`src/rtl/jk_bank_ctrl_pkg.sv`:
```
// Shared opcodes, FSM state type and opcode classification for jk_bank_ctrl.
// Opcode 110 is COUNT_DOWN only when JK_BANK_CTRL_COUNT_DOWN_EN is defined.
package jk_bank_pkg;

    localparam logic [2:0] OP_NOP        = 3'b000;
    localparam logic [2:0] OP_CLEAR      = 3'b001;
    localparam logic [2:0] OP_SET_ALL    = 3'b010;
    localparam logic [2:0] OP_LOAD       = 3'b011;
    localparam logic [2:0] OP_TOGGLE     = 3'b100;
    localparam logic [2:0] OP_COUNT_UP   = 3'b101;
    localparam logic [2:0] OP_COUNT_DOWN = 3'b110;
    localparam logic [2:0] OP_SHIFT      = 3'b111;

    typedef enum logic {
        IDLE,
        EXEC
    } state_t;

    // Multi-step ops run for cmd_len edges; everything else takes one edge.
    function automatic logic op_is_multi(input logic [2:0] op);
`ifdef JK_BANK_CTRL_COUNT_DOWN_EN
        return (op == OP_COUNT_UP) || (op == OP_SHIFT) || (op == OP_COUNT_DOWN);
`else
        return (op == OP_COUNT_UP) || (op == OP_SHIFT);
`endif
    endfunction

    function automatic logic op_is_legal(input logic [2:0] op);
`ifdef JK_BANK_CTRL_COUNT_DOWN_EN
        return (op == op);
`else
        return (op != OP_COUNT_DOWN);
`endif
    endfunction

endpackage

```
`src/rtl/jk_bank_ctrl_if.sv`:
```
// Command channel of jk_bank_ctrl: valid/ready handshake plus op, arg and length.
interface jk_bank_ctrl_if #(
    parameter int WIDTH = 4,
    parameter int LEN_W = 8
);
    logic             cmd_valid;
    logic             cmd_ready;
    logic [2:0]       cmd_op;
    logic [WIDTH-1:0] cmd_arg;
    logic [LEN_W-1:0] cmd_len;

    modport master (
        output cmd_valid,
        output cmd_op,
        output cmd_arg,
        output cmd_len,
        input  cmd_ready
    );

    modport slave (
        input  cmd_valid,
        input  cmd_op,
        input  cmd_arg,
        input  cmd_len,
        output cmd_ready
    );
endinterface

```
`src/rtl/jk_bank_ctrl_bank.sv`:
```
// Bank of WIDTH JK flip-flops with per-bit j/k drive and async active-low clear.
module jk_bank #(
    parameter int WIDTH = 4
) (
    input  logic             clk,
    input  logic             rst_n,
    input  logic [WIDTH-1:0] j,
    input  logic [WIDTH-1:0] k,
    output logic [WIDTH-1:0] q,
    output logic [WIDTH-1:0] q_inverse
);

    // JK characteristic: Q+ = J&~Q | ~K&Q (00 hold, 01 reset, 10 set, 11 toggle).
    always_ff @(posedge clk or negedge rst_n) begin
        if (!rst_n) begin
            q <= '0;
        end else begin
            q <= (j & ~q) | (~k & q);
        end
    end

    assign q_inverse = ~q;

endmodule

```
`src/rtl/jk_bank_ctrl.sv`:
```
// Command-driven sequencer for a JK flip-flop bank: FSM, step counter and J/K decode.
// Optional down-counter on opcode 110 enabled by JK_BANK_CTRL_COUNT_DOWN_EN.
module jk_bank_ctrl
    import jk_bank_pkg::*;
#(
    parameter int WIDTH = 4,
    parameter int LEN_W = 8
) (
    input  logic             clk,
    input  logic             rst_n,
    jk_bank_ctrl_if.slave    cmd,
    output logic [WIDTH-1:0] q,
    output logic [WIDTH-1:0] q_inverse,
    output logic             busy,
    output logic             done,
    output logic             err
);

    state_t           state;
    logic [2:0]       op_r;
    logic [WIDTH-1:0] arg_r;
    logic [LEN_W-1:0] steps;
    logic             ready_r;
    logic             last_edge;
    logic             drive_en;
    logic [WIDTH-1:0] j;
    logic [WIDTH-1:0] k;
    logic [WIDTH-1:0] carry;
    logic [WIDTH-1:0] shin;
`ifdef JK_BANK_CTRL_COUNT_DOWN_EN
    logic [WIDTH-1:0] borrow;
`endif

    assign cmd.cmd_ready = ready_r;

    // A zero-length multi-step op still spends one edge, but with J/K held off.
    assign last_edge = !op_is_multi(op_r) || (steps == '0) || (steps == LEN_W'(1));
    assign drive_en  = op_is_multi(op_r) ? (steps != '0) : op_is_legal(op_r);

    always_ff @(posedge clk or negedge rst_n) begin
        if (!rst_n) begin
            state   <= IDLE;
            op_r    <= OP_NOP;
            arg_r   <= '0;
            steps   <= '0;
            ready_r <= 1'b1;
            busy    <= 1'b0;
            done    <= 1'b0;
            err     <= 1'b0;
        end else begin
            done <= 1'b0;
            err  <= 1'b0;
            case (state)
                IDLE: begin
                    if (cmd.cmd_valid) begin
                        op_r    <= cmd.cmd_op;
                        arg_r   <= cmd.cmd_arg;
                        steps   <= op_is_multi(cmd.cmd_op) ? cmd.cmd_len : '0;
                        state   <= EXEC;
                        ready_r <= 1'b0;
                        busy    <= 1'b1;
                    end
                end
                EXEC: begin
                    if (last_edge) begin
                        state   <= IDLE;
                        steps   <= '0;
                        ready_r <= 1'b1;
                        busy    <= 1'b0;
                        done    <= 1'b1;
                        err     <= !op_is_legal(op_r);
                    end else begin
                        steps <= steps - LEN_W'(1);
                    end
                end
                default: begin
                    state   <= IDLE;
                    ready_r <= 1'b1;
                    busy    <= 1'b0;
                end
            endcase
        end
    end

    // Ripple toggle-enable chains for counting and the shifted-in vector.
    always_comb begin
        carry    = '0;
        shin     = '0;
        carry[0] = 1'b1;
        shin[0]  = arg_r[0];
        for (int unsigned i = 1; i < WIDTH; i++) begin
            carry[i] = carry[i-1] & q[i-1];
            shin[i]  = q[i-1];
        end
    end

`ifdef JK_BANK_CTRL_COUNT_DOWN_EN
    always_comb begin
        borrow    = '0;
        borrow[0] = 1'b1;
        for (int unsigned i = 1; i < WIDTH; i++) begin
            borrow[i] = borrow[i-1] & ~q[i-1];
        end
    end
`endif

    always_comb begin
        j = '0;
        k = '0;
        if ((state == EXEC) && drive_en) begin
            case (op_r)
                OP_CLEAR: begin
                    k = '1;
                end
                OP_SET_ALL: begin
                    j = '1;
                end
                OP_LOAD: begin
                    j = arg_r;
                    k = ~arg_r;
                end
                OP_TOGGLE: begin
                    j = arg_r;
                    k = arg_r;
                end
                OP_COUNT_UP: begin
                    j = carry;
                    k = carry;
                end
`ifdef JK_BANK_CTRL_COUNT_DOWN_EN
                OP_COUNT_DOWN: begin
                    j = borrow;
                    k = borrow;
                end
`endif
                OP_SHIFT: begin
                    j = shin;
                    k = ~shin;
                end
                default: begin
                    j = '0;
                    k = '0;
                end
            endcase
        end
    end

    jk_bank #(
        .WIDTH(WIDTH)
    ) u_bank (
        .clk      (clk),
        .rst_n    (rst_n),
        .j        (j),
        .k        (k),
        .q        (q),
        .q_inverse(q_inverse)
    );

endmodule

```
`src/flat_wrapper.sv`:
```
// flat-port wrapper written by rule: the top's interface ports become plain ports
module jk_bank_ctrl_flat import jk_bank_pkg::*;
#(
    parameter int WIDTH = 4,
    parameter int LEN_W = 8
)
  (clk, rst_n, q, q_inverse, busy, done, err, cmd_cmd_valid, cmd_cmd_op, cmd_cmd_arg, cmd_cmd_len, cmd_cmd_ready);
  jk_bank_ctrl_if #(.WIDTH(WIDTH), .LEN_W(LEN_W)) cmd_i ();
  input  logic clk;
  input  logic rst_n;
  output logic [WIDTH-1:0] q;
  output logic [WIDTH-1:0] q_inverse;
  output logic busy;
  output logic done;
  output logic err;
  input wire logic [$bits(cmd_i.cmd_valid)-1:0] cmd_cmd_valid;
  input wire logic [$bits(cmd_i.cmd_op)-1:0] cmd_cmd_op;
  input wire logic [$bits(cmd_i.cmd_arg)-1:0] cmd_cmd_arg;
  input wire logic [$bits(cmd_i.cmd_len)-1:0] cmd_cmd_len;
  output wire logic [$bits(cmd_i.cmd_ready)-1:0] cmd_cmd_ready;
  assign cmd_i.cmd_valid = cmd_cmd_valid;
  assign cmd_i.cmd_op = cmd_cmd_op;
  assign cmd_i.cmd_arg = cmd_cmd_arg;
  assign cmd_i.cmd_len = cmd_cmd_len;
  assign cmd_cmd_ready = cmd_i.cmd_ready;
  jk_bank_ctrl #(.WIDTH(WIDTH), .LEN_W(LEN_W)) u_core (.clk(clk), .rst_n(rst_n), .cmd(cmd_i), .q(q), .q_inverse(q_inverse), .busy(busy), .done(done), .err(err));
endmodule
```
`config.mk`:
```
export PLATFORM = sky130hd
export DESIGN_NAME = jk_bank_ctrl_flat
export DESIGN_NICKNAME = d
export VERILOG_FILES = /design/src/rtl/jk_bank_ctrl_pkg.sv /design/src/rtl/jk_bank_ctrl_if.sv /design/src/rtl/jk_bank_ctrl_bank.sv /design/src/rtl/jk_bank_ctrl.sv /design/src/flat_wrapper.sv
export SDC_FILE = /design/constraint.sdc
export NUM_CORES = 1
export LEC_CHECK = 0
export CAP_MARGIN = 30
export CORE_UTILIZATION = 40
export CTS_BUF_LIST = sky130_fd_sc_hd__clkbuf_8 sky130_fd_sc_hd__clkbuf_16
export CTS_CLUSTER_SIZE = 28
export DETAILED_ROUTE_END_ITERATION = 10
export MAX_ROUTING_LAYER = met4
export PLACE_DENSITY = 0.68
export SETUP_SLACK_MARGIN = 0.15
export SLEW_MARGIN = 10
export SYNTH_ARGS = -nofsm -noshare
export SYNTH_HDL_FRONTEND = slang
export SYNTH_SLANG_ARGS = --single-unit
export TNS_END_PERCENT = 5
```
`constraint.sdc`:
```
create_clock -name clk -period 1.65 [get_ports clk]
set_input_delay 0.495 -clock clk [delete_from_list [all_inputs] [get_ports clk]]
set_output_delay 0.495 -clock clk [all_outputs]
set_load 0.02 [all_outputs]
```
==> results of run 1 <==
==> flip-flops by register name (all words and copies together) (netlist names) <==
signal / count
u_core.busy: 1
u_core.state: 1
u_core.u_bank.q: 4
u_core.arg_r: 4
u_core.cmd.cmd_ready: 1
u_core.steps: 8
u_core.done: 1
u_core.err: 1
u_core.op_r: 3
==> worst min-delay path by stage <==
stage,endpoint,from,depth (start not counted),slack [ps]
after detailed placement,u_core.busy,u_core.busy,1,480
final,u_core.done,rst_n,1,470
after CTS,u_core.done,rst_n,1,470
after global routing,u_core.done,rst_n,1,480
after floorplan,u_core.arg_r[0],rst_n,0,200
after global placement,u_core.busy,u_core.busy,1,460
==> logic make-up after synthesis <==
logic type | count (synthesis) | synth area share, %
compound gates | 56 | 27.0
simple gates | 49 | 18.3
flops | 24 | 42.3
buf+inv | 18 | 5.27
mux | 5 | 3.95
fa+ha+maj | 3 | 2.64
xor+xnor | 1 | 0.615
==> repair_timing <==
action	4_1_cts	5_1_grt
gates resized for setup	32	19
endpoints found under the hold margin	0	0
pin swaps	1	2
endpoints found under the setup margin	33	28
setup buffers	0	1
==> report_power, final <==
part           total (W)  switching (W)  leakage (nW)  internal (W)
combinational    0.00153       0.000807         0.594      0.000726
sequential      0.000878       0.000136         0.298      0.000741
clock           0.000512       0.000188        0.0357      0.000324
==> cell usage in the layout, fill, tap and decap left out, types with 3 or more instances in the layout <==
| cell type | Yosys | routed |
|---|---|---|
| a21oi_1 | 12 | 10 |
| a22oi_1 | 3 | 3 |
| buf_2 | 0 | 5 |
| buf_4 | 0 | 33 |
| clkbuf_8 | 0 | 3 |
| clkdlybuf4s15_1 | 0 | 5 |
| clkdlybuf4s50_1 | 0 | 17 |
| dfrtp_1 | 23 | 23 |
| inv_1 | 9 | 8 |
| mux2_2 | 5 | 5 |
| nand2_1 | 14 | 14 |
| nand2b_1 | 5 | 5 |
| nor2_1 | 8 | 7 |
| nor2b_1 | 3 | 3 |
| nor3_1 | 4 | 4 |
| o21ai_0 | 15 | 11 |
| o21ai_1 | 2 | 6 |
| o311ai_1 | 2 | 3 |
==> metal layers <==
layer  up-vias  GRT usage [%]  part of all wire, %
met3         9           2.94                  3.8
met2        39           39.6                   53
met5         -              -                    0
li1        690              -                    -
met1       688           25.4                   41
met4         0           7.62                  2.0
==> layout make-up <==
| type | instances | area (µm²) |
|---|---|---|
| flip-flops and latches | 24 | 602 |
| well taps | 46 | 57.6 |
| inverters | 9 | 33.8 |
| repair buffers | 63 | 522 |
| clock inverters | 1 | 30.0 |
| multi-input cells | 114 | 822 |
| clock buffers | 3 | 41.3 |
| fillers | 323 | 1250 |
==> critical path: stages, from the launching register on <==
cell      delay, ps
dfrtp_1         380
or4_4           570
o31ai_4         360
buf_4           180
a21oi_2          30
o21ai_1         110
o311ai_1        110
==> metrics by stage <==
step,setup TNS [ps],cells,power (W)
after floorplan,-329,156,0.00169
after global placement,-2070,255,0.00236
after detailed placement,-2570,255,0.00239
after CTS,-1270,259,0.00286
after global routing,-2410,260,0.00312
final,-1420,260,0.00292
==> reports/qor.txt, run 1 <==
outcome - complete, but fails checks
failing checks - negative setup slack
pre-CTS WS - -195 ps
Reg clk slew, reported paths - 90 ps
antenna violations before repair - 0
vias in the first global route - 1355
area share of the largest cell type after synthesis - 40.4%
top_reg_cell synth - dfrtp_1
Placer Congestion - 0.848
Worst Hold Margin - 474 ps
Die Y - 61.7 µm
# clock sinks - 24
reg2reg path depth - 6
Initial Utilization - 42.3%
Area growth syn-to-layout - 48.1%
Post-Syn Area - 0.00142 mm²
synthesized flop and latch total - 24
Net Count, Synth - 177
count leader, synth - dfrtp_1
fin crit share - 113%
worst skew pair latency - 270 ps
Fmax - 535 MHz
Num CTS Buffers - 3
average routed wire per standard cell - 14.5 µm
normalized max-slew margin - 75.3%
Final Slew Violations - 0
count of cell types in the netlist - 46
Synth area leader - dfrtp_1
DRC viols - 0
end point of the critical path - u_core.steps[4]
routed wire length - 3.77 mm
Die ar. - 0.00380 mm²
all-layer global routing usage - 22.2%
Reg2Reg Capture Point - u_core.steps[4]
Placed Area - 0.00198 mm²
Post-Synthesis Cells - 156
reg2reg setup slack - -220 ps
Worst Path Required - 1790 ps
power per cell area - 1390 mW/mm²
Hold Path Class - in -> async
Synth area leaders - dfrtp_1, o21ai_0, a21oi_1, mux2_2, nand2_1
Clock Skew - 5.26 ps
Core Util, Final - 62.7%
total gr overflow - 0
Core Region - 0.00336 mm²
Hold-fix buffers, CTS - 0
Worst IR Drop VDD - 0.000565 V
Max-Cap Viols - 0
Final Instance Area - 0.00211 mm²
worst slew pin tran - 365 ps
H-tree Lvls - 1
leakage - 0.928 nW
yosys warns - 0
TritonCTS clock tree - built
ys async rst share - 100%
synth cell count leaders - dfrtp_1, o21ai_0, nand2_1
via count - 1426
Final WS setup - -220 ps
Critical Path Start Type - register
std cell rows - 21
Crit Path Max Fanout - 5
Post-synth EDFFs - 0
num ports - 30
CTS root buffer - clkbuf_8
Setup crit end kind - register
critical path arrival - 2010 ps
layout cells sized above 1 - 29.0%
first-pass GRT wire length - 6.00 mm
HPWL after detailed placement - 2.81 mm
Critical Path Start - u_core.steps[2]
min cycle time layout - 1870 ps
worst r2r src - u_core.steps[2]
nets@finish - 236
Diodes inserted - 0
Via-to-Cell Ratio - 5.48
DRT iter0 DRCs - 50
pin count of the biggest net entering global routing - 18
Initial DRT Pass Iterations - 4
Die X - 61.7 µm
syn_area_per_cell - 9.13 µm²
CTS max path bufs - 2
Seq/Total Area, Yosys - 42.3%
critical path class - reg -> reg
setup repair after global routing missed its margin - yes
final hold vios - 0
Buffers on Ports - 29
Final Setup Violations - 12
Routed Antenna Nets - 0
Power figures use the tool's default switching activity.
==> inputs of run 2 (changes only) <==
--- a/config.mk
+++ b/config.mk
@@ -6,6 +6,7 @@
 export NUM_CORES = 1
 export LEC_CHECK = 0
 export CAP_MARGIN = 30
+export CORE_ASPECT_RATIO = 1.75
 export CORE_UTILIZATION = 40
 export CTS_BUF_LIST = sky130_fd_sc_hd__clkbuf_8 sky130_fd_sc_hd__clkbuf_16
 export CTS_CLUSTER_SIZE = 28
==> run 2 against run 1 <==
The run still ends with negative setup slack left. Die area rose by 0.25%. Clock power decreased by 20%. Total power is 4.3% lower. Core utilization fell by 1.8 points. Combinational power is 3% lower. Largest power group unchanged. Worst hold slack improved by 37 ps. Final cell count decreased by 1.5%. Largest cell class unchanged. Clock skew is 4.9 ps higher. Critical path depth stayed put.
==> reports/qor.txt, run 2 (synthesis gave the netlist of run 1 again) <==
layout cells sized above 1 - 27.5%
failing checks - negative setup slack
Die ar. - 0.00381 mm²
Setup crit end kind - register
Via-to-Cell Ratio - 5.64
Hold Path Class - reg -> reg
critical path arrival - 1990 ps
nets@finish - 233
std cell rows - 28
commonest non-fill, non-tap cell in the layout - buf_4
# fillers - 305
final hold vios - 0
Crit Path Max Fanout - 5
min cycle time layout - 1850 ps
Worst Path Required - 1790 ps
via count - 1444
pre-CTS WS - -238 ps
TritonCTS clock tree - built
worst slew pin tran - 389 ps
Core Region - 0.00340 mm²
Final Setup Violations - 12
max reg flops - 8
CTS root buffer - clkbuf_8
Pwr Total - 0.00280 W
routed wire length - 4.06 mm
Clock Skew - 10.1 ps
average routed wire per standard cell - 15.8 µm
Hold-fix buffers, CTS - 0
first-pass GRT wire length - 6.38 mm
total gr overflow - 0
Critical Path Start Type - register
leakage - 0.957 nW
CTS max path bufs - 2
Cells on Worst Hold Path - 1
Final WS setup - -199 ps
antenna violations before repair - 0
num ports - 30
all-layer global routing usage - 23.2%
fin crit share - 112%
Routed Antenna Nets - 0
Die X - 47.1 µm
power per cell area - 1350 mW/mm²
outcome - complete, but fails checks
reg2reg path depth - 6
Worst IR Drop VDD - 0.000685 V
top flop regs - u_core.steps: 8 flops, u_core.arg_r: 4 flops, u_core.u_bank.q: 4 flops
Fmax - 541 MHz
setup repair after global routing missed its margin - yes
HPWL after detailed placement - 3.00 mm
Max-Cap Viols - 0
Initial DRT Pass Iterations - 4
Final Slew Violations - 0
Core Util, Final - 60.9%
Placed Area - 0.00198 mm²
Reg clk slew, reported paths - 100 ps
Initial Utilization - 41.9%
# clock sinks - 24
Die Y - 80.9 µm
Area growth syn-to-layout - 45.3%
Buffers on Ports - 29
Placer Congestion - 0.862
DRT iter0 DRCs - 44
pin count of the biggest net entering global routing - 25
Final Instance Area - 0.00207 mm²
Num CTS Buffers - 3
most flop-heavy register - u_core.steps
H-tree Lvls - 1
worst skew pair latency - 270 ps
normalized max-slew margin - 74.1%
most frequent cells in the layout - buf_4, dfrtp_1, clkdlybuf4s50_1
critical path class - reg -> reg
Diodes inserted - 0
vias in the first global route - 1449
DRC viols - 0
run 2: changes by cell type in the layout (fill, tap and decap cells not counted), sizes merged:
| cell | before | now |
|---|---|---|
| buf | 39 | 34 |
| bufinv | 1 | 0 |
| clkbuf | 3 | 6 |
| clkdlybuf4s15 | 5 | 1 |
| dlygate4sd2 | 2 | 0 |
| dlymetal6s2s | 0 | 6 |
run 2: metal layers:
metal | routed length [µm] | track usage, %
met1 | 1500 | 24.1
met2 | 2410 | 42.5
met3 | 117 | 2.44
met4 | 22 | 8.00
met5 | 0 | -
run 2: power by group:
part	switching [W]	internal (W)	total [W]
sequential	0.000152	0.000741	0.000894
combinational	0.000802	0.000690	0.00149
clock	0.000198	0.000213	0.000411
run 2: worst paths after layout:
| check | to | start | slack, ps |
|---|---|---|---|
| worst max-delay path | u_core.steps[4] | u_core.steps[2] | -200 |
| worst min-delay path | u_core.busy | u_core.busy | 510 |
| worst max register to register | u_core.steps[4] | u_core.steps[2] | -200 |
| worst min register to register | u_core.busy | u_core.busy | 510 |
| max in group asynchronous | u_core.cmd.cmd_ready | rst_n | 850 |
| min in group asynchronous | u_core.arg_r[3] | rst_n | 560 |
run 2: repair_timing:
action                     in CTS  in global routing
pin swaps                       1                  0
setup buffers                   0                  0
setup endpoints to repair      33                 30
hold endpoints to repair        0                  0
gates resized for setup        20                 24
run 2: cell type report:
cell class                      instances  area (µm²)  share of cell area (%)
Multi-Input combinational cell        114         792                    38.3
Sequential cell                        24         602                    29.1
Timing Repair Buffer                   60         529                    25.6
Tap cell                               45        56.3                    2.72
Clock buffer                            4        55.1                    2.66
Inverter                                9        33.8                    1.63
run 2: per-stage QoR:
step | hold WS (ps) | setup TNS (ps) | std cells
6_report | 511 | -1290 | 256
5_1_grt | 537 | -2360 | 256
4_1_cts | 535 | -2070 | 256
3_5_place_dp | 515 | -3160 | 252
3_3_place_gp | 461 | -2230 | 252
2_1_floorplan | 199 | -329 | 156
run 2: worst max-delay path: stages (launching register included):
cell	delay [ps]
dfrtp_1	390
or4_4	580
o31ai_4	300
buf_4	190
a21oi_2	30
o21ai_1	120
o311ai_1	100
==> inputs of run 3 (changes only) <==
--- a/config.mk
+++ b/config.mk
@@ -7,6 +7,7 @@
 export LEC_CHECK = 0
 export CAP_MARGIN = 30
 export CORE_ASPECT_RATIO = 1.75
+export CORE_MARGIN = 1.5
 export CORE_UTILIZATION = 40
 export CTS_BUF_LIST = sky130_fd_sc_hd__clkbuf_8 sky130_fd_sc_hd__clkbuf_16
 export CTS_CLUSTER_SIZE = 28
==> run 3 against run 2 <==
The flow still finishes with violations (negative setup slack). Sequential power is 2% lower. Maximum frequency is 0.14% higher. Combinational power hardly changed.
==> reports/qor.txt, run 3 (synthesis gave the netlist of run 1 again) <==
outcome - complete, but fails checks
failing checks - negative setup slack
Placed Area - 0.00198 mm²
Final WS setup - -197 ps
Via-to-Cell Ratio - 5.60
top flop regs - u_core.steps: 8 flops, u_core.arg_r: 4 flops, u_core.u_bank.q: 4 flops
most flop-heavy register - u_core.steps
Diodes inserted - 0
layout cells sized above 1 - 28.0%
# fillers - 313
Worst IR Drop VDD - 0.000972 V
Final Instance Area - 0.00207 mm²
Hold Path Class - reg -> reg
std cell rows - 28
setup_tns - -753 ps
antenna violations before repair - 0
vias in the first global route - 1546
critical path arrival - 2010 ps
Routed Antenna Nets - 0
worst skew pair latency - 270 ps
power per cell area - 1390 mW/mm²
setup repair after global routing missed its margin - yes
max reg flops - 8
min cycle time layout - 1850 ps
post-CTS setup repair buffer count - 0
final hold vios - 0
HPWL after detailed placement - 3.04 mm
Initial Utilization - 41.9%
Fmax - 542 MHz
via count - 1434
nets@finish - 233
GRT met2 Usage - 42.4%
Critical Path Start Type - register
Core Region - 0.00340 mm²
Final Slew Violations - 0
Top Usage Layer GRT - met2
leakage - 0.912 nW
pin count of the biggest net entering global routing - 25
Max-Cap Viols - 0
TritonCTS clock tree - built
Crit Path Max Fanout - 4
CTS root buffer - clkbuf_8
Worst Path Required - 1810 ps
DRC viols - 0
Die ar. - 0.00394 mm²
Final Setup Violations - 8
critical path class - reg -> reg
total gr overflow - 0
Reg clk slew, reported paths - 90 ps
Core Util, Final - 60.8%
H-tree Lvls - 1
Buffers on Ports - 29
Worst Hold Margin - 496 ps
routed wire length - 3.95 mm
Die Y - 81.9 µm
fin crit share - 112%
commonest non-fill, non-tap cell in the layout - buf_4
Setup crit end kind - register
Clock Skew - 3.20 ps
Area growth syn-to-layout - 45.2%
grt met3 use - 2.64%
# clock sinks - 24
all-layer global routing usage - 23.9%
normalized max-slew margin - 74.7%
Num CTS Buffers - 3
first-pass GRT wire length - 6.64 mm
Die X - 48.1 µm
CTS max path bufs - 2
worst slew pin tran - 375 ps
pre-CTS WS - -188 ps
average routed wire per standard cell - 15.4 µm
most frequent cells in the layout - buf_4, dfrtp_1, clkdlybuf4s50_1
DRT iter0 DRCs - 35
grt met1 use - 24.1%
num ports - 30
Placer Congestion - 0.824
Initial DRT Pass Iterations - 4
[run 3: cell types whose count changed in the layout (fill, tap and decap cells not counted), sizes merged]
cell,previous run,this run
dlygate4sd2,0,4
clkbuf,6,9
buf,34,31
clkdlybuf4s15,1,2
dlymetal6s2s,6,0
bufinv,0,1
[run 3: layout make-up]
cell class                 count  area, µm²  area share [%]
clock inverter                 1       30.0            1.45
multi-input combinational    114        800            38.7
sequential                    24        602            29.1
timing repair buffer          60        504            24.4
inverter                       9       33.8            1.63
tap                           45       56.3            2.72
clock buffer                   3       41.3            2.00
[run 3: worst paths after layout]
check | start | endpoint | slack [ps] | depth (start not counted)
worst max register to register | u_core.steps[2] | u_core.steps[6] | -200 | 5
max in group asynchronous | rst_n | u_core.cmd.cmd_ready | 850 | 2
worst min register to register | u_core.busy | u_core.busy | 500 | 1
min in group asynchronous | rst_n | u_core.steps[1] | 570 | 2
worst max-delay path | u_core.steps[2] | u_core.steps[6] | -200 | 5
worst min-delay path | u_core.busy | u_core.busy | 500 | 1
[run 3: metrics by stage]
stage               total power [W]  cells
global route                0.00306    256
detailed placement          0.00239    252
CTS                         0.00288    256
global placement            0.00233    252
floorplan                   0.00169    156
finish                      0.00287    256
[run 3: timing repair]
item,in CTS,in global routing
setup endpoints to repair,32,31
pin swaps,2,0
hold buffers,0,0
resized for setup,21,20
hold endpoints to repair,0,0
[run 3: where the power goes]
group / leakage (nW) / internal, W / switching [W]
logic: 0.578 / 0.000667 / 0.000810
registers: 0.298 / 0.000741 / 0.000135
clock network: 0.0357 / 0.000325 / 0.000196
[run 3: critical path, stage by stage (launching register included)]
cell     delay (ps)
dfrtp_1         390
or4_4           580
o31ai_4         230
buf_4           170
o22ai_1          60
a221o_1         310
[run 3: layer usage]
layer,share of wire [%],vias to the layer above
li1,-,685
met1,37,702
met2,58,38
met3,2.6,9
met4,2.1,0
met5,0,-
